## src/rtl/uart_tx_top.sv

```systemverilog
// ---------------------------------------------------------------------------
// uart_tx_top
//   UART transmitter clocked at the baud rate (one serial bit per clock).
//   Accepts a parallel word on a one-cycle strobe while idle and shifts out
//   start(0), data LSB-first, optional parity, stop(1). Both outputs are
//   registered and driven from the next-state decode, so the line changes
//   on the same edge that the FSM changes state.
//
//   Ports
//     CLK_TOP        in   transmit clock at baud rate (rising edge)
//     RST_TOP        in   synchronous, active-low reset
//     P_DATA_TOP     in   parallel word, latched on an accepted strobe
//     Data_Valid_TOP in   one-cycle load strobe, honoured only while idle
//     PAR_EN_TOP     in   1 = append a parity bit (latched on accept)
//     PAR_TYP_TOP    in   0 = even, 1 = odd parity (latched on accept)
//     TX_OUT_TOP     out  serial line, idles high
//     busy_TOP       out  high while a frame is in flight
// ---------------------------------------------------------------------------
module uart_tx_top #(
  parameter int DATA_WIDTH_TOP = 8
) (
  input  logic                      CLK_TOP,
  input  logic                      RST_TOP,
  input  logic [DATA_WIDTH_TOP-1:0] P_DATA_TOP,
  input  logic                      Data_Valid_TOP,
  input  logic                      PAR_EN_TOP,
  input  logic                      PAR_TYP_TOP,
  output logic                      TX_OUT_TOP,
  output logic                      busy_TOP
);

  localparam int CNT_W = (DATA_WIDTH_TOP > 1) ? $clog2(DATA_WIDTH_TOP) : 1;
  localparam logic [CNT_W-1:0] CNT_LAST = CNT_W'(DATA_WIDTH_TOP - 1);

  typedef enum logic [2:0] {
    IDLE   = 3'd0,
    START  = 3'd1,
    DATA   = 3'd2,
    PARITY = 3'd3,
    STOP   = 3'd4
  } state_t;

  state_t                    state, state_nxt;
  logic [CNT_W-1:0]          bit_cnt, bit_cnt_nxt;
  logic [DATA_WIDTH_TOP-1:0] shift_reg, shift_nxt;
  logic [DATA_WIDTH_TOP-1:0] data_q;
  logic                      par_en_q, par_typ_q;
  logic                      accept;
  logic                      tx_nxt;

  // Parity over the latched word; odd parity is the inverted XOR-reduce.
  function automatic logic parity_bit(input logic [DATA_WIDTH_TOP-1:0] d,
                                      input logic                      odd);
    return (^d) ^ odd;
  endfunction

  // Next-state, serializer and output-mux decode. tx_nxt is the value the
  // line takes after the coming edge, i.e. the mux is driven by state_nxt.
  always_comb begin
    state_nxt   = state;
    bit_cnt_nxt = bit_cnt;
    shift_nxt   = shift_reg;
    tx_nxt      = 1'b1;
    accept      = 1'b0;
    case (state)
      IDLE: begin
        if (Data_Valid_TOP) begin
          accept    = 1'b1;
          state_nxt = START;
          shift_nxt = P_DATA_TOP;
          tx_nxt    = 1'b0;
        end
      end
      START: begin
        state_nxt   = DATA;
        bit_cnt_nxt = '0;
        tx_nxt      = shift_reg[0];
      end
      DATA: begin
        if (bit_cnt == CNT_LAST) begin
          bit_cnt_nxt = '0;
          if (par_en_q) begin
            state_nxt = PARITY;
            tx_nxt    = parity_bit(data_q, par_typ_q);
          end else begin
            state_nxt = STOP;
            tx_nxt    = 1'b1;
          end
        end else begin
          // Bit 0 went out on entry to DATA; each further cycle presents
          // the next bit by shifting it down into position 0.
          bit_cnt_nxt = bit_cnt + CNT_W'(1);
          shift_nxt   = shift_reg >> 1;
          tx_nxt      = shift_nxt[0];
        end
      end
      PARITY: begin
        state_nxt = STOP;
        tx_nxt    = 1'b1;
      end
      STOP: begin
        state_nxt = IDLE;
        tx_nxt    = 1'b1;
      end
      default: begin
        state_nxt = IDLE;
        tx_nxt    = 1'b1;
      end
    endcase
  end

  // State, serializer and registered outputs.
  always_ff @(posedge CLK_TOP) begin
    if (!RST_TOP) begin
      state      <= IDLE;
      bit_cnt    <= '0;
      shift_reg  <= '0;
      data_q     <= '0;
      par_en_q   <= 1'b0;
      par_typ_q  <= 1'b0;
      TX_OUT_TOP <= 1'b1;
      busy_TOP   <= 1'b0;
    end else begin
      state      <= state_nxt;
      bit_cnt    <= bit_cnt_nxt;
      shift_reg  <= shift_nxt;
      TX_OUT_TOP <= tx_nxt;
      busy_TOP   <= (state_nxt != IDLE);
      if (accept) begin
        data_q    <= P_DATA_TOP;
        par_en_q  <= PAR_EN_TOP;
        par_typ_q <= PAR_TYP_TOP;
      end
    end
  end

endmodule

```

## config.mk

```make
export PLATFORM = sky130hd
export DESIGN_NAME = uart_tx_top
export DESIGN_NICKNAME = d
export VERILOG_FILES = /design/src/rtl/uart_tx_top.sv
export SDC_FILE = /design/constraint.sdc
export NUM_CORES = 1
export LEC_CHECK = 0
export CORE_UTILIZATION = 51
export DETAILED_ROUTE_END_ITERATION = 10
export PLACE_DENSITY = 0.7
export SLEW_MARGIN = 10
export SYNTH_ARGS = -nofsm -noshare
export SYNTH_HDL_FRONTEND = slang
export SYNTH_SLANG_ARGS = --single-unit
```

## constraint.sdc

```tcl
create_clock -name CLK_TOP -period 5 [get_ports CLK_TOP]
set_clock_uncertainty 0.15 [all_clocks]
set_input_delay 0.75 -clock CLK_TOP [delete_from_list [all_inputs] [get_ports CLK_TOP]]
set_output_delay 0.75 -clock CLK_TOP [all_outputs]
set_load 0.1 [all_outputs]
```

# Yosys cells after proc, flatten, opt, wreduce, memory -nomap -nowiden
# Cells that the tools add are included.
[op_classes]
addsub = 1
mul = 0
div = 0
n_lt_le_gt_ge = 0
n_eq_ne = 6
shifts = 0
n_mux = 15
n_bitwise = 1
reduce_logical = 6
[op_table]
columns = ["operator", "count"]
rows = [
  ["8-bit two-way mux", 2],
  ["8-bit case mux with 2 select lines", 1],
  ["3-bit two-way mux", 4],
  ["3-bit case mux with 4 select lines", 1],
  ["8-bit parity", 1],
  ["3-bit by 2-bit equality test with 1-bit output (second input constant)", 2],
  ["3-bit case mux with 2 select lines", 1],
  ["1-bit two-way mux", 5],
  ["2-bit != test (second input constant)", 2],
  ["2-bit nonzero test", 2],
  ["3-bit by 1-bit adder with 3-bit output (second input constant)", 1],
  ["3-bit by 1-bit equality test with 1-bit output (second input constant)", 1],
  ["3-bit equality test (second input constant)", 1],
  ["3-bit zero test", 1],
  ["1-bit case mux with 3 select lines", 1],
  ["3-bit AND reduction", 1],
  ["3-bit nonzero test", 1],
  ["1-bit XOR", 1],
]
[word_totals]
reg_bits = 26
latch_bits = 0
ramBits = 0
romBits = 0
output_inout_bits = 2
elab_cells = 37
n_memories = 0

# Logic depth before layout (Yosys ltp)
# Gate-level depths: netlist of run 1.
[depth]
word_depth = 5
depth_mapped = 7
depth_no_buf = 6

# Least setup slack after synthesis of run 1
# OpenSTA, ideal clock, no wires.
[synth_timing]
kind = "register to output"
startpoint = "register TX_OUT_TOP"
endpoint = "output port TX_OUT_TOP"
arrival_ns = 0.909
required_ns = 4.100
slack_ns = 3.191
stages_incl_launch_ff = 1
path_buffers = 0
path_cell_list = "dfxtp_1"
[synth_rtl]
columns = ["item", "line_no", "text"]
rows = [
  ["start: declaration", "28", "output logic TX_OUT_TOP,"],
  ["start signal: assignment", "127", "TX_OUT_TOP <= tx_nxt;"],
]
# No word-level cell between the ends.

# Worst setup path in the final report of run 1
[layout_timing]
startpoint = "register busy_TOP"
endpoint = "output port busy_TOP"
[layout_rtl]
columns = ["item", "line_no", "text"]
rows = [
  ["start: declaration", "29", "output logic busy_TOP"],
  ["start signal: assignment", "128", "busy_TOP <= (state_nxt != IDLE);"],
]
# No word-level cell between the ends.

==> results of run 1 <==
==> power by group through the flow <==
stage / Sequential (W) / Clock [W] / Combinational [W]
global route: 0.000240 / 0.000120 / 0.000101
detailed placement: 0.000242 / 0 / 0.0000936
finish: 0.000237 / 0.000109 / 0.0000929
floorplan: 0.000247 / 0 / 0.0000617
CTS: 0.000237 / 0.000113 / 0.0000939
global placement: 0.000241 / 0 / 0.0000916
==> layout by cell type, fill, tap and decap left out, types with 3 or more instances in the layout <==
master and count:
a21boi_0 11, a21oi_1 6, clkbuf_4 3, clkdlybuf4s50_1 14, dfxtp_1 26, mux2i_1 8, nand2_1 32, nand2b_1 5
nor2_1 3, o211a_1 7, o21ai_0 3
==> final cells by class <==
cell class	count	area, um^2
Clock buffer	4	36.3
Fill cell	212	820
Sequential cell	26	520
Multi-Input combinational cell	103	731
Timing Repair Buffer	15	148
Tap cell	28	35.0
Inverter	2	7.51
==> metrics by stage <==
stage / std cells / setup WS [ns]
after floorplan: 138 / 3.19
after global placement: 174 / 2.28
after detailed placement: 174 / 2.22
after CTS: 178 / 2.31
after global routing: 178 / 2.28
final: 178 / 2.32
==> cells by family after synthesis <==
kind of cell / Yosys count / synth area share (%)
AND/OR/NAND/NOR: 52 / 18.9
adder cells (fa/ha/maj): 2 / 1.94
XOR/XNOR: 6 / 7.37
buffers and inverters: 9 / 3.01
multiplexers: 9 / 7.37
AO/OA/AOI/OAI: 34 / 21.0
flip-flops: 26 / 40.3
==> metal layers <==
metal	share of wire, %	up-vias
li1	-	500
met1	51	454
met2	44	15
met3	3.0	4
met4	1.3	0
met5	0	-
==> worst min-delay path by stage <==
stage,from,to,slack (ns),depth (start not counted)
after floorplan,data_q[3],data_q[3],0.31,2
after global placement,data_q[6],data_q[6],0.32,2
after detailed placement,data_q[5],data_q[5],0.32,2
after CTS,data_q[2],data_q[2],0.34,2
after global routing,data_q[2],data_q[2],0.37,2
final,data_q[4],data_q[4],0.34,2
==> worst register-to-register path, delay by kind of cell (launching register included) <==
family | cells | cell delay, ns
flops | 1 | 0.37
simple gates | 2 | 0.30
fa+ha+maj | 2 | 0.45
compound gates | 2 | 0.66
==> run metrics, run 1 <==
Final min period between 2 and 3 ns; synthesized area 1290 um^2; crit path DAT roughly 1.8 ns; # nets final roughly 170; Netlist cell types 33; GR Layer Usage met3 2.61%; reg2reg setup slack roughly 3.0 ns; Reg clk slew, reported paths around 0.14 ns; remaining global-route overflow 0; max_cap viols 0; DP HPWL 1730 um; vias in the first global route about 930; Worst R2R End shift_reg[5]; first-pass GRT wire length 4050 um; ys async rst share 0%; combinational share of power 21.2%; switching fraction of total power 28.6%; core footprint 2300 um^2; crit share post-route 53.5%; initial antenna violation count 0; Tightest Hold Check Type reg2reg; Mapped Cells roughly 140; Pins Over Slew Limit 0; largest net degree at the start of global routing 24; end point of the critical path busy_TOP; Crit Path Class reg2out; internal power 0.000313 W; Die H 52.3 um; hold buffer count at CTS 0; share of the synthesized area in the top cell type 40.3%; Sink Count 26; Cell Pwr Density 297 nW/um^2; Final setup viols 0; CP cell instances clkdlybuf4s50_1; kind of end point of the critical path output port; Syn. warnings 0; syn_area_per_cell 9.35 um^2; Post-synth top cells nand2_1 (32), dfxtp_1 (26), a21boi_0 (11), mux2i_1 (8), o211a_1 (7); worst hold slack approximately 0.34 ns; post_cts resized 0; Post-synth EDFFs 0; Slew headroom between 30% and 40%; die width 52.3 um; outcome complete, no violations; H-tree lvl count 1; n_diodes 0; Tightest Pin Transition 0.957 ns; Max VDD drop 0.000161 V; cts bufs inserted 3; Area growth syn-to-layout 14.5%; Max Clk Rate approximately 370 MHz; leading post-synthesis cells by cell area dfxtp_1 (40%), nand2_1 (9.3%), a21boi_0 (6.4%), mux2i_1 (6.2%), o211a_1 (5.4%); CP Buf/Inv Count 1; Synth area leader dfxtp_1; Detailed Routing Iterations Pass 1 4; Final Hold Viols 0; All-Layer GR Usage 20.5%; post-route ant nets 0; global-route layer with the greatest usage met2; Via density 5.47; Slowest Stage Delay on Critical Path 1.12 ns; Finished Cell Area about 1500 um^2; DR WL/cell 13.7 um; vias around 1000; Clock Power Share 24.9%; 1st-iter DRT viols 12; Initial Utilization 56.2%; CP max FO 1; most frequent cell after synthesis nand2_1; deepest clock path buffer count 2; met2 usage 32.5%; Buffers on Ports 14; Tot Pwr 0.000439 W; Top delay family on crit path buffers and inverters; Seq/Total Area, Yosys between 40% and 50%; DRC 0; CP required 4.10 ns; crit start category register; syn_nets ~150; ys flop type dfxtp_1; final core occ 64.3%; post-CTS setup repair buffer count 0; cell depth of the worst setup path 1; CP Launch Point busy_TOP; Register-to-Register Path Depth 6; CTS tree built; final RePlAce weighted congestion 0.745; critical path's slowest cell clkdlybuf4s50_1; Clock Tree Root clkbuf_4; Setup TNS Final 0 ns; Clock Latency Late Sink 0.33 ns; Flop pwr share between 50% and 60%; Die Area 2730 um^2; P_sw roughly 0.00013 W; num ports 15; unrepaired setup endpoints after global routing no; Crit Reg-Reg Startpoint bit_cnt[0]; Post-Route WL 2440 um; leak pwr 0.623 nW; met1 Usage GRT 28.1%; count of state elements after synthesis 26; share of layout cells above drive strength 1 7.33%; DP Area 1440 um^2; Site Rows 17
(Power assumes the default switching activity.)
==> run 2: changes to the inputs <==
==> constraint.sdc (replaced) <==
create_clock -name CLK_TOP -period 2.75 [get_ports CLK_TOP]
set_clock_uncertainty 0.15 [all_clocks]
set_input_delay 0.4125 -clock CLK_TOP [delete_from_list [all_inputs] [get_ports CLK_TOP]]
set_output_delay 0.4125 -clock CLK_TOP [all_outputs]
set_load 0.1 [all_outputs]
==> run 2 against run 1 <==
Power is 79% higher. Via count is 2.0% higher. Register-to-register slack worse by 2.2 ns. Die area stayed put. Worst setup slack worse by 1.6 ns. Wire length is 5.1% lower. Final cell count is 0.56% higher. Global-route usage is 0.58 points lower. Sequential share of layout area is 0.059 points lower. Worst hold slack worse by 0.011 ns. Non-clock buffer count is 1 higher. Clock-buffer cell count stayed put. Critical endpoint is now shift_reg[6]. Largest power group unchanged. Highest routed layer unchanged.
==> run metrics, run 2 (synthesis results as in run 1) <==
worst hold slack 0.333 ns (was 0.344 ns); Tot Pwr 0.000786 W (was 0.000439 W); CP Launch Point bit_cnt[0] (was busy_TOP); post-CTS setup repair buffer count 0 (unchanged); All-Layer GR Usage 19.9% (was 20.5%); cts bufs inserted 3 (unchanged); Buffers on Ports 14 (unchanged); DRC 0 (unchanged); post_cts resized 0 (unchanged); combinational share of power 21.4% (was 21.2%); hold buffer count at CTS 0 (unchanged); Setup TNS Final 0 ns (unchanged); Max VDD drop 0.000436 V (was 0.000161 V); Final Hold Viols 0 (unchanged); die width 52.3 um (unchanged); n_diodes 0 (unchanged); most frequent cells in the layout nand2_1 (32), dfxtp_1 (26), clkdlybuf4s50_1 (12), a21boi_0 (11), mux2i_1 (8) (was nand2_1 (32), dfxtp_1 (26), clkdlybuf4s50_1 (14), a21boi_0 (11), mux2i_1 (8)); Crit Path Class reg2reg (was reg2out); H-tree lvl count 1 (unchanged); Flop pwr share 54.7% (was 54.0%); largest net degree at the start of global routing 23 (was 24); vias in the first global route 927 (was 931); remaining global-route overflow 0 (unchanged); Cell Pwr Density 531 nW/um^2 (was 297 nW/um^2); Tightest Hold Check Type reg2reg (unchanged); P_sw 0.000217 W (was 0.000126 W); Clock Power Share 23.9% (was 24.9%); Final min period 2.02 ns; Die Area 2730 um^2 (unchanged); Via density 5.54 (was 5.47); Layout fillers 203 (was 212); switching fraction of total power 27.6% (was 28.6%); Crit Reg-Reg Startpoint bit_cnt[0] (unchanged); final RePlAce weighted congestion 0.743 (was 0.745); leak pwr 0.629 nW (was 0.623 nW); multi-input logic area 731 um^2 (unchanged); crit start category register (unchanged); core footprint 2300 um^2 (unchanged); Area growth syn-to-layout 14.7% (was 14.5%); initial antenna violation count 0 (unchanged); vias 992 (was 973); Slew headroom 54.6% (was 36.0%); DP HPWL 1680 um (was 1730 um); Post-Route WL 2320 um (was 2440 um); Final setup viols 0 (unchanged); Hold Path Origin data_q[2] (was data_q[4]); commonest non-fill, non-tap cell in the layout nand2_1 (unchanged); CP required 2.83 ns (was 4.10 ns); Die H 52.3 um (unchanged); DR WL/cell 12.9 um (was 13.7 um); Setup WS post-layout 0.734 ns (was 2.32 ns); first-pass GRT wire length 4020 um (was 4050 um); unrepaired setup endpoints after global routing no (unchanged); deepest clock path buffer count 2 (unchanged); internal power 0.000569 W (was 0.000313 W); CTS tree built (unchanged); Clock Latency Late Sink 0.31 ns (was 0.33 ns); Detailed Routing Iterations Pass 1 4 (unchanged); num ports 15 (unchanged); max_cap viols 0 (unchanged); share of layout cells above drive strength 1 9.27% (was 7.33%); Initial Utilization 56.2% (unchanged); Clock Tree Root clkbuf_4 (unchanged); outcome complete, no violations (unchanged); CP max FO 15 (was 1); Max Clk Rate 496 MHz; DP Area 1440 um^2 (about the same); kind of end point of the critical path register (was output port); register area 520 um^2 (unchanged); 1st-iter DRT viols 16 (was 12); Tightest Pin Transition 0.678 ns (was 0.957 ns); Site Rows 17 (unchanged); Sink Count 26 (unchanged); post-route ant nets 0 (unchanged); Finished Cell Area 1480 um^2 (about the same); crit path DAT 2.09 ns (was 1.78 ns); Reg clk slew, reported paths 0.13 ns (was 0.14 ns); # nets final 167 (was 166); crit share post-route 73.3%; pre-CTS setup slack 0.460 ns (was 2.22 ns); Pins Over Slew Limit 0 (unchanged)
-- run 2: changes by cell type in the layout (fill, tap and decap cells not counted), sizes merged --
cell           delta
clkdlybuf4s50     -2
buf               +3
-- run 2: cell type report --
class                   count  share of cell area, %
clock buffers               4                   2.45
inverters                   2                  0.507
multi-input cells         103                   49.4
flip-flops and latches     26                   35.2
well taps                  28                   2.37
repair buffers             16                   10.1
-- run 2: final timing paths --
kind,endpoint,slack [ns],depth (start not counted)
max,shift_reg[6],0.73,6
min,data_q[2],0.33,2
max reg2reg,shift_reg[6],0.73,6
min reg2reg,data_q[2],0.33,2
-- run 2: per-layer routing --
metal  vias up  global-route usage, %  part of all wire, %
li1        506                      -                    -
met5         -                      0                    0
met3         2                   2.61                  3.4
met4         0                   7.89                 0.73
met1       469                   27.1                   48
met2        15                   31.6                   48
-- run 2: power groups by stage --
stage / Sequential, W / Clock, W / Combinational [W]
2_1_floorplan: 0.000449 / 0 / 0.000112
5_1_grt: 0.000435 / 0.000204 / 0.000186
3_5_place_dp: 0.000438 / 0 / 0.000170
3_3_place_gp: 0.000437 / 0 / 0.000166
6_report: 0.000430 / 0.000188 / 0.000168
4_1_cts: 0.000430 / 0.000196 / 0.000170
-- run 2: critical path: stages, from the launching register on --
cell      delay [ns]
dfxtp_1         0.36
ha_1            0.21
ha_1            0.25
nand2b_1        0.18
a21boi_2        0.50
nand2_1         0.13
o211a_1         0.15
-- run 2: per-stage QoR --
stage | utilization (%) | instances
after detailed placement | 62.9 | 175
after floorplan | - | 138
final | 64.4 | 179
after global routing | 64.4 | 179
after CTS | 64.4 | 179
after global placement | 62.9 | 175
==> variant 1: new RTL, settings of run 2 <==
Make the reset (`RST_TOP`) asynchronous in one clocked block. Comments in the files are not updated.
--- a/src/rtl/uart_tx_top.sv
+++ b/src/rtl/uart_tx_top.sv
@@ -111,5 +111,5 @@
 
   // State, serializer and registered outputs.
-  always_ff @(posedge CLK_TOP) begin
+  always_ff @(posedge CLK_TOP or negedge RST_TOP) begin
     if (!RST_TOP) begin
       state      <= IDLE;
Behaviour: differs if RST_TOP is asserted again (counterexample within 4 cycles, from zero or initial values and one cycle with RST_TOP low); with RST_TOP held inactive, the same outputs for 10 cycles.
==> variant 1 against run 2 <==
Setup slack gained 230 ps. Critical endpoint is now TX_OUT_TOP. Area after synthesis shrank 2.9%. Via count shrank 15%. Wire length shrank 4.1%. Design area shrank 0.51%. Die area shrank 2.8%. Synthesized cell count shrank 22%. Cell count shrank 15%. Sequential cell count is the same.
Power is not compared: it rests on default switching activity, and its combinational part moved more than twofold at a synthesized area within 25%.
==> variant 1: results (changes against run 2) <==
\begin{tabular}{lr}
\hline
Metric & Value \\
\hline
\multicolumn{2}{l}{\textbf{Global routing}} \\
\quad Largest net degree at the start of global routing & 17 (-26\%) \\
\quad First-pass GRT wire length & 4000 um (-0.67\%) \\
\quad Via count of the first global-routing pass & 876 (-5.5\%) \\
\quad Aggregate global-route resource usage & 20.9\% (+1.0 points) \\
\multicolumn{2}{l}{\textbf{STA}} \\
\quad Hold Slack & 245 ps (-88.1 ps) \\
\quad Max-slew headroom at the worst pin & 67.6\% (+13 points) \\
\quad Highest clock rate & 0.561 GHz (+13\%) \\
\multicolumn{2}{l}{\textbf{Place}} \\
\quad Post-DP HPWL & 1670 um (-0.82\%) \\
\quad Placer's final routability congestion estimate & 0.755 (+1.5\%) \\
\quad Placement Setup Slack & 702 ps (+242 ps) \\
\quad Placed cell count & 148 (-15\%) \\
\multicolumn{2}{l}{\textbf{Logic synthesis}} \\
\quad Most common flop cell mapped by yosys & dfrtp\_1 \\
\quad Synth cell count leaders & dfrtp\_1, nand2\_1, o21ai\_0, mux2\_2, mux2i\_1 \\
\quad Total of warnings raised by yosys & 0 (unchanged) \\
\quad Share of the yosys chip area belonging to registers & 52.0\% (+12 points) \\
\quad Number of synthesized flops with an enable pin & 0 (unchanged) \\
\quad Unique masters post-synth & 32 (-3.0\%) \\
\quad Average cell area after synthesis & 11.6 um2 (+24\%) \\
\quad Most area-consuming cells after synthesis & dfrtp\_1, mux2\_2, mux2i\_1, o21ai\_0, nand2\_1 \\
\quad Async set or reset register ratio after synthesis & 100\% (+100 points) \\
\quad Post-synthesis net count & 123 (-20\%) \\
\multicolumn{2}{l}{\textbf{Critical path}} \\
\quad Register-to-register setup slack & 970 ps (+230 ps) \\
\quad Critical-path cell with the highest stage delay & dfrtp\_1 \\
\quad Maximum fanout along the worst path & 15 (unchanged) \\
\quad Number of cell instances on the worst register-to-register path & 4 (-2) \\
\quad R2R Path End & TX\_OUT\_TOP \\
\quad Max incr delay on CP & 570 ps (+70 ps) \\
\quad Crit path DAT & 1900 ps (-190 ps) \\
\quad Launch point of the worst reg-to-reg path & state[1] \\
\multicolumn{2}{l}{\textbf{Final layout}} \\
\quad Fraction of final layout cells sized beyond drive strength 1 & 18.5\% (+9.3 points) \\
\quad Number of nets in the layout & 140 (-16\%) \\
\multicolumn{2}{l}{\textbf{Status}} \\
\quad Outcome & finished, final reports clean \\
\multicolumn{2}{l}{\textbf{Drt}} \\
\quad First drt pass iteration count & 3 (-1) \\
\quad Mean routed wirelength per cell & 14.6 um (+13\%) \\
\quad Detailed Route Iter0 Violations & 6 (-10) \\
\quad Routed via count divided by cell count & 5.52 (-0.40\%) \\
\quad Total via count in the routed design & 839 (-15\%) \\
\multicolumn{2}{l}{\textbf{CTS}} \\
\quad H-tree depth reported by CTS & 1 (unchanged) \\
\quad Total clock buffers created by CTS & 3 (unchanged) \\
\multicolumn{2}{l}{\textbf{Pwr}} \\
\quad Leakage power & 0.000671 uW \\
\multicolumn{2}{l}{\textbf{Min path}} \\
\quad Type of the most critical hold path & primary input to asynchronous set/reset pin \\
\hline
\end{tabular}
-- variant 1: worst max-delay path by stage --
stage | end | startpoint | depth (start not counted)
6_report | TX_OUT_TOP | state[1] | 4
5_1_grt | TX_OUT_TOP | state[1] | 4
4_1_cts | TX_OUT_TOP | state[1] | 4
3_5_place_dp | data_q[2] | Data_Valid_TOP | 4
3_3_place_gp | data_q[0] | Data_Valid_TOP | 4
2_1_floorplan | data_q[1] | state[2] | 4
-- variant 1: final cells by class --
| class | count | area (um2) |
|---|---|---|
| flip-flops and latches | 26 | 652 |
| well taps | 28 | 35.0 |
| repair buffers | 17 | 158 |
| clock buffers | 3 | 22.5 |
| inverters | 2 | 7.51 |
| clock inverters | 1 | 30.0 |
| multi-input cells | 75 | 568 |
| fillers | 184 | 782 |
-- variant 1: metal layers --
| metal | vias up | global-route usage [%] | routed length [um] |
|---|---|---|---|
| li1 | 414 | - | - |
| met1 | 408 | 28.7 | 1090 |
| met2 | 13 | 34.0 | 1030 |
| met3 | 4 | 4.39 | 72 |
| met4 | 0 | 5.41 | 24 |
| met5 | - | 0 | 0 |
-- variant 1: critical path: cells and delay by family (launching register included) --
kind	cells	cell delay, ps
flops	1	570
simple gates	2	710
compound gates	2	300
-- variant 1: report_power, final --
part	total, uW	switching (uW)	internal, uW
Sequential	727	158	568
Clock	261	114	147
Combinational	890	454	437
Total	1880	726	1150
-- variant 1: cells by family after synthesis --
logic type      count (synthesis)  synth area share (%)
compound gates                 23                  11.8
xor+xnor                        6                  5.29
fa+ha+maj                       2                  2.00
buf+inv                         7                  2.60
flops                          26                  52.0
mux                            16                  13.6
simple gates                   28                  12.7
-- variant 1: per-stage QoR --
stage	total power, uW	instance area [um2]
global route	2020	1470
finish	1880	1470
detailed placement	1630	1420
floorplan	1440	1250
global placement	1590	1420
CTS	1890	1470
==> variant 2: new RTL, settings of run 2 <==
Without the edit above. Set the parameter `DATA_WIDTH_TOP` to 4 (it was 8).
--- a/src/rtl/uart_tx_top.sv
+++ b/src/rtl/uart_tx_top.sv
@@ -18,5 +18,5 @@
 // ---------------------------------------------------------------------------
 module uart_tx_top #(
-  parameter int DATA_WIDTH_TOP = 8
+  parameter int DATA_WIDTH_TOP = 4
 ) (
   input  logic                      CLK_TOP,
Interface: changed (resized P_DATA_TOP); port bits go from 15 to 11. The function was not compared with the original's and may differ.
==> variant 2 against run 2 <==
Sequential cell count shrank 9. Design area shrank 36%. Clock power shrank 31%. Synthesized cell count shrank 30%. Wire length shrank 33%. Setup slack gained 220 ps. Hold slack gained 8.8 ps. Total power shrank 32%. Combinational power shrank 30%. Count of clock-buffer cells in the layout is the same. Sequential share of layout area grew 0.53 points. Area after synthesis shrank 35%.
==> variant 2: results (changes against run 2) <==
\begin{tabular}{lr}
\hline
Metric & Value \\
\hline
\multicolumn{2}{l}{\textbf{Critical path}} \\
\quad Maximum fanout along the worst path & 8 (-7) \\
\quad Max incr delay on CP & 580 ps (+80 ps) \\
\quad Crit path DAT & 1860 ps (-230 ps) \\
\quad Critical-path cell with the highest stage delay & clkdlybuf4s50\_1 \\
\quad Crit path max-delay family & simple AND/OR/NAND/NOR gates \\
\multicolumn{2}{l}{\textbf{STA}} \\
\quad Max-slew headroom at the worst pin & 54.6\% (about the same) \\
\multicolumn{2}{l}{\textbf{Logic synthesis}} \\
\quad Post-synthesis net count & 106 (-31\%) \\
\quad Synth cell count leaders & nor2\_1, dfxtp\_1, nor2b\_1 \\
\quad Most area-consuming cells after synthesis & dfxtp\_1, nor2\_1, nor2b\_1, mux2i\_1, a31oi\_1 \\
\quad Share of the yosys chip area belonging to registers & 40.6\% (+0.25 points) \\
\quad Number of register bits inferred by synthesis & 17 (-35\%) \\
\quad Unique masters post-synth & 27 (-18\%) \\
\multicolumn{2}{l}{\textbf{Global routing}} \\
\quad Global Route met3 Usage & 3.45\% (+0.84 points) \\
\quad Met1 track demand over resource in global routing & 25.1\% (-1.9 points) \\
\quad Aggregate global-route resource usage & 19.7\% (-0.20 points) \\
\quad Via count of the first global-routing pass & 617 (-33\%) \\
\multicolumn{2}{l}{\textbf{Drt}} \\
\quad Total via count in the routed design & 691 (-30\%) \\
\quad WL final & 1550 um (-33\%) \\
\multicolumn{2}{l}{\textbf{CTS}} \\
\quad Reg clk slew, reported paths & 90 ps (-40 ps) \\
\quad Post-CTS setup buffer count & 0 (unchanged) \\
\quad Total clock buffers created by CTS & 3 (unchanged) \\
\multicolumn{2}{l}{\textbf{Pwr}} \\
\quad Maximum resistive drop on vdd & 0.000377 V (-14\%) \\
\quad Leakage power & 0.000370 uW (-41\%) \\
\quad Power Internal & 378 uW (-34\%) \\
\multicolumn{2}{l}{\textbf{Place}} \\
\quad Port Buffers & 10 (-4) \\
\quad Cell area reported after detailed placement & 927 um2 (-36\%) \\
\quad Placement Setup Slack & 653 ps (+193 ps) \\
\quad Post-DP HPWL & 1130 um (-32\%) \\
\multicolumn{2}{l}{\textbf{Status}} \\
\quad Outcome & finished, final reports clean \\
\multicolumn{2}{l}{\textbf{Final layout}} \\
\quad Number of nets in the layout & 116 (-31\%) \\
\quad \# fillers & 139 (-32\%) \\
\quad Fraction of final layout cells sized beyond drive strength 1 & 6.67\% (-2.6 points) \\
\hline
\end{tabular}
variant 2: changes by cell type in the layout (fill, tap and decap cells not counted), moves of 4 or more:
cell and change:
a21boi_0 -9, a31oi_1 +4, clkdlybuf4s50_1 -4, dfxtp_1 -9
mux2i_1 -4, nand2_1 -28, nor2_1 +15, nor2b_1 +8
o211a_1 -7
variant 2: layout make-up:
class	instances	share of cell area [%]
clock buffers	4	2.76
inverters	4	1.57
multi-input cells	69	47.1
flip-flops and latches	17	35.7
well taps	16	2.10
repair buffers	11	10.8
variant 2: metrics by stage:
step           utilization [%]  std cells  power, uW
2_1_floorplan                -         96        376
3_3_place_gp              60.8        117        405
3_5_place_dp              60.8        117        408
4_1_cts                   62.6        121        536
5_1_grt                   62.6        121        560
6_report                  62.6        121        531
variant 2: path summary, 6_finish.rpt:
kind,start,end,slack [ps]
hold reg to reg,shift_reg[3],shift_reg[3],340
hold / removal,shift_reg[3],shift_reg[3],340
setup / recovery,Data_Valid_TOP,data_q[3],950
setup reg to reg,state[1],shift_reg[3],1060
variant 2: cells by family (layout without fill, tap and decap cells):
group	after synthesis	in the layout	synth area share, %
AO/OA/AOI/OAI	20	20	16.0
XOR/XNOR	3	3	4.78
adder cells (fa/ha/maj)	1	1	1.49
buffers and inverters	10	19	5.82
flip-flops	17	17	40.6
multiplexers	4	4	4.78
AND/OR/NAND/NOR	41	41	26.6
variant 2: power groups by stage:
stage,clock network [uW],logic [uW],registers (uW)
5_1_grt,142,130,288
6_report,129,117,285
2_1_floorplan,0,75.9,300
3_5_place_dp,0,117,291
3_3_place_gp,0,115,290
4_1_cts,133,118,285
variant 2: metal layers:
metal | part of all wire [%] | up-vias
met4 | 2.9 | 0
met5 | 0 | -
met2 | 45 | 21
met3 | 5.5 | 4
li1 | - | 346
met1 | 46 | 320
variant 2: tightest hold or removal path, cell delays in order, from the launching register on:
cell and delay [ps]:
dfxtp_1 320, nand2b_1 60, a21boi_0 70
